===== config.mk =====
export PLATFORM = sky130hd
export DESIGN_NAME = one_cycle_booth_multiplier
export DESIGN_NICKNAME = d
export VERILOG_FILES = /design/src/rtl/one_cycle_booth_multiplier.sv
export SDC_FILE = /design/constraint.sdc
export NUM_CORES = 2
export LEC_CHECK = 0
export ABC_CLOCK_PERIOD_IN_PS = 900
export BUFFER_PORTS_ARGS = -buffer_cell sky130_fd_sc_hd__buf_2
export CAP_MARGIN = 0
export CORE_ASPECT_RATIO = 1.25
export CORE_MARGIN = 8
export CORE_UTILIZATION = 36
export DETAILED_ROUTE_END_ITERATION = 12
export MAX_ROUTING_LAYER = met4
export PLACE_DENSITY = 0.51
export SETUP_SLACK_MARGIN = 0.5
export SYNTH_ARGS = -nofsm -noshare
export SYNTH_HDL_FRONTEND = slang
export SYNTH_SLANG_ARGS = --single-unit

===== constraint.sdc =====
create_clock -name clk -period 0.9 [get_ports clk]
set_input_delay 0.225 -clock clk [delete_from_list [all_inputs] [get_ports clk]]
set_output_delay 0.225 -clock clk [all_outputs]
set_load 0.01 [all_outputs]

===== src/rtl/one_cycle_booth_multiplier.sv =====
// Signed radix-2 Booth multiplier: all partial products are summed in one cycle and the product is registered.
// Optional input capture stage under `BOOTH_INPUT_REG_EN (default build feeds the array straight from the ports).
module one_cycle_booth_multiplier #(
  parameter int WIDTH = 32
) (
  input  logic                 clk,
  input  logic                 rst,
  input  logic [WIDTH-1:0]     x,
  input  logic [WIDTH-1:0]     y,
  output logic [2*WIDTH-1:0]   product
);

  logic signed [WIDTH-1:0]   x_arr;
  logic signed [WIDTH-1:0]   y_arr;
  logic signed [2*WIDTH-1:0] product_d;
  logic signed [2*WIDTH-1:0] product_q;

  // Booth digit for one recoded pair; x must already be sign-extended so -x of the minimum value fits.
  function automatic logic signed [2*WIDTH-1:0] booth_pp(
    input logic [1:0]                pair,
    input logic signed [2*WIDTH-1:0] xe
  );
    case (pair)
      2'b01:   booth_pp = xe;
      2'b10:   booth_pp = -xe;
      default: booth_pp = '0;
    endcase
  endfunction

`ifdef BOOTH_INPUT_REG_EN
  logic signed [WIDTH-1:0] x_d, x_q;
  logic signed [WIDTH-1:0] y_d, y_q;

  always_comb begin
    x_d = x;
    y_d = y;
  end

  // Input capture stage: isolates the array from port timing.
  always_ff @(posedge clk or negedge rst) begin
    if (!rst) begin
      x_q <= '0;
      y_q <= '0;
    end else begin
      x_q <= x_d;
      y_q <= y_d;
    end
  end

  assign x_arr = x_q;
  assign y_arr = y_q;
`else
  assign x_arr = x;
  assign y_arr = y;
`endif

  logic [WIDTH:0]            y_ext;
  logic signed [2*WIDTH-1:0] x_ext;
  logic signed [2*WIDTH-1:0] acc;

  always_comb begin
    y_ext = {y_arr, 1'b0};
    x_ext = {{WIDTH{x_arr[WIDTH-1]}}, x_arr};
    acc   = '0;
    for (int i = 0; i < WIDTH; i++) begin
      acc = acc + (booth_pp({y_ext[i+1], y_ext[i]}, x_ext) <<< i);
    end
    product_d = acc;
  end

  // Output register stage.
  always_ff @(posedge clk or negedge rst) begin
    if (!rst) begin
      product_q <= '0;
    end else begin
      product_q <= product_d;
    end
  end

  assign product = product_q;

endmodule


---- After elaboration in Yosys (flattened, before gate mapping) ----
Cells that the tools add are included.
cells by class
  equality and inequality tests ........... 62
  add/subtract/negate cells ............... 32
  multiplexer cells ....................... 32
operators by type and width
  kind                                 count
  64-bit adder                         31
  63-bit case mux with 2 select lines  1
  62-bit case mux with 2 select lines  1
  61-bit case mux with 2 select lines  1
  60-bit case mux with 2 select lines  1
  59-bit case mux with 2 select lines  1
  58-bit case mux with 2 select lines  1
  57-bit case mux with 2 select lines  1
  56-bit case mux with 2 select lines  1
  55-bit case mux with 2 select lines  1
  54-bit case mux with 2 select lines  1
  53-bit case mux with 2 select lines  1
  52-bit case mux with 2 select lines  1
  51-bit case mux with 2 select lines  1
  50-bit case mux with 2 select lines  1
  49-bit case mux with 2 select lines  1
  48-bit case mux with 2 select lines  1
  47-bit case mux with 2 select lines  1
  46-bit case mux with 2 select lines  1
  45-bit case mux with 2 select lines  1
  44-bit case mux with 2 select lines  1
  43-bit case mux with 2 select lines  1
  42-bit case mux with 2 select lines  1
  41-bit case mux with 2 select lines  1
  other kinds (12)                     72
storage, ports and cells
  logic and storage cells ................. 127
  output and inout port bits .............. 64
  register bits after elaboration ......... 64

---- Depth between registers and ports, before layout ----
  depth after elaboration ................. 33
  mapped depth ............................ 41
  depth with buffers taken out ............ 35

---- Worst setup path before layout ----
OpenSTA, ideal clock, no wires.
  path type ............................... input-to-reg
  start point ............................. in x[0]
  end point ............................... reg product_q[55] (netlist: product[55])
  stages .................................. 38
  setup time .............................. 0.080 ns
  path slack .............................. -9.511 ns
  data arrival time ....................... 10.331 ns
  cells stage by stage .................... clkbuf_1 inv_1 buf_1 ha_1 clkbuf_1 or4b_1 or2_2 clkbuf_1 or2_2 or4_1 clkbuf_1 nor4_1 xnor2_1 clkbuf_1 a22oi_1 or2_2 fa_1 fa_1 [2 not listed] inv_1 fa_1 inv_1 fa_1 fa_1 fa_1 fa_1 ha_1 a21o_1 a21o_1 a21oi_1 and3_1 a21oi_1 or3b_2 a21o_1 a21o_1 a41oi_1 xnor2_1
between the ends
  cells in the longest elaborated chain, start to end .. 33
  elaborated cells on any way between the ends .. 64
  those cells by class .................... 32 x add/sub; 32 x mux
RTL lines
  element                                                                   RTL line  source
  start: declaration                                                        8         input logic [WIDTH-1:0] x,
  32-bit negation with 64-bit output                                        25        2'b10: booth_pp = -xe;
  63-bit case mux with 2 select lines or 64-bit 2-to-1 mux (tied branches)  23        case (pair)
  64-bit adder (30 in series)                                               66        acc = acc + (booth_pp({y_ext[i+1], y_ext[i]}, x_ext) <<< i);
  64-bit adder (*)                                                          66
  net acc[55]                                                               59        logic signed [2*WIDTH-1:0] acc;
  end signal: assignment                                                    76        product_q <= product_d;
  end: declaration                                                          16        logic signed [2*WIDTH-1:0] product_q;
The timed path passes the listed nets; every way through them passes the cells marked *.

---- Worst setup path after layout ----
  start point ............................. in x[0]
  end point ............................... reg product_q[45] (netlist: product[45])
The elaborated chain is that of the path after synthesis.

==> qor.yml <==
synth.distinct_cells: 67
place_congestion: 0.996
syn-num-nets: 8874
cts.htree.levels: 3
ys_warn_count: 0
grt_usage_pct: 32.5
worstPathRequired_ns: 1.21
vias_per_cell: 5.47
start_util_pct: 36.2
hold_viol_final: 64
synth_edf_count: 0
whs_ns: -0.267
grt_pass1_wl_um: 421000
grt_max_degree: 51
root_buffer: "clkbuf_16"
period_share_pct: 1040
ys_seq_elements: 64
finalWirelength_um: 289000
drv_slew: 0
area_growth_syn_to_layout_pct: 27.3
path_clk_slew_ns: 0.09
cp_common_cell: "buf_4"
crit_path_start_kind: "input port"
hpwl_um: 245000
cts_tree: "built"
maxSlewHeadroom_pct: 30.2
synth_area_um2: 60800
core_um2: 168000
vias: 56500
ant_nets: 0
grt_pass1_vias: 60400
violations: "negative hold slack, negative setup slack"
setup_ws_ns: -8.47
antenna_found_initial: 23
clk_path_buf_depth: 2
drive_gt1_share_pct: 28.1
gr-total-overflow: 0
finalSetupViolations: 127
cts_buffers: 9
rsz0062_at_grt: "yes"
drc: 0
slowest_delay_ns: 0.59
final_common_cell: "inv_1"
avgSynthCellArea_um2: 8.41
die_height_um: 475
seq_area_um2: 1610
ys.flop_type: "dfrtp_1"
crit_type: "in -> reg"
cp_max_fo: 14
syn_inst: 7221
min_period_ns: 9.37
status: "complete, but fails checks"
cts.sink_count: 64
end_kind: "flop"
async_flop_share_pct: 100
cp.arrival_ns: 9.68
layout_common_cells: "inv_1, fa_1, buf_4"
wl_per_cell_um: 28.1
die_w_um: 383
drtIter0Drc: 5023
max_freq_mhz: 107
row_count: 168
multiInputGateArea_um2: 53300
ys_seq_area_share_pct: 2.64
largest_reg_flops: 64
io_pins: 130
maxCapViolCount: 0
floorplan.die_area_um2: 182000
tightest_slew_ns: 1.04
worstSetupStartpoint: "x[0]"
setup_tns_ns: -450.37
portBuffers: 129
n_fill_cell: 16600
hold_path.class: "in -> async"
worst_path_max_delay_cell: "fa_1"
nets: 9740
drt_pre_antenna_iters: 5
area by class of cell:
cell class	instances	area share, %
flip-flops and latches	64	2.08
inverters	1480	7.20
well taps	2210	3.57
repair buffers	1513	17.7
clock buffers	10	0.309
multi-input cells	5019	69.0
clock inverters	6	0.0873
diodes	16	0.0518
routing by layer:
layer | wire (um) | global-route usage, %
met5 | 0 | -
met4 | 30000 | 24.7
met2 | 141000 | 54.7
met3 | 15900 | 3.22
met1 | 103000 | 35.7
metrics by stage:
stage	util (%)	instances	cell area [um2]	setup slack [ns]
final	46.1	10300	77400	-8.47
after global routing	46.1	10300	77300	-8.61
after CTS	45.1	10300	75700	-8.33
after detailed placement	44.1	10200	73900	-9.09
after global placement	44.1	10200	73900	-9.11
after floorplan	-	7221	61300	-8.56
kinds of logic (layout without fill, tap and decap cells):
family                     after synthesis  after routing  share of synthesized area, %
other                                    0             16                             0
AOI/OAI and AO/OA                     1473           1473                          17.0
buffers and inverters                 2138           3009                          13.2
muxes                                  134            134                          2.27
adders and majority gates             1587           1587                          49.7
DFF                                     64             64                          2.64
xor gates and xnor gates               129            129                          1.95
and+or+nand+nor                       1696           1696                          13.3
cell usage after synthesis (14+ instances only):
cell	n	area, um2
inv_1	1463	5490
fa_1	1374	27500
nand2_1	616	2310
clkbuf_1	586	2200
a22oi_1	493	3700
nor2_1	378	1420
or2_2	361	2260
a21oi_1	294	1470
ha_1	213	2670
a22o_1	201	1760
a21o_1	181	1360
nand2b_1	165	1030
o21ai_0	136	681
mux2i_1	105	1050
xnor2_1	102	893
dfrtp_1	64	1600
buf_1	63	236
nor3_1	60	300
o21bai_1	30	225
o31ai_1	30	225
mux2_2	29	327
or3_1	28	175
xor2_1	23	201
and2_1	19	119
and3_1	17	106
clkinv_1	15	56.3
nand3_1	14	70.1
o22ai_1	14	87.6
timing repair:
action	CTS	global route
gates resized for setup	236	228
gates cloned	1	1
buffers inserted	43	42
endpoints found under the hold margin	64	64
pin swaps	89	115
endpoints found under the setup margin	128	128
critical path: cells and delay by family:
kind	cells	cell delay, ns
adder cells (fa/ha/maj)	10	4.47
buffers and inverters	18	2.30
AND/OR/NAND/NOR	6	1.92
AO/OA/AOI/OAI	5	0.43
XOR/XNOR	2	0.31
final timing paths:
path / endpoint / slack [ns] / cells past startpoint
min in group clk: product[0] / 0.48 / 4
max in group asynchronous: product[62] / 0.85 / 2
worst min-delay path: product[19] / -0.27 / 2
worst max-delay path: product[45] / -8.47 / 41
Power is not shown: default switching activity piles up to over one toggle a cycle in this logic, so the estimate is an artifact.
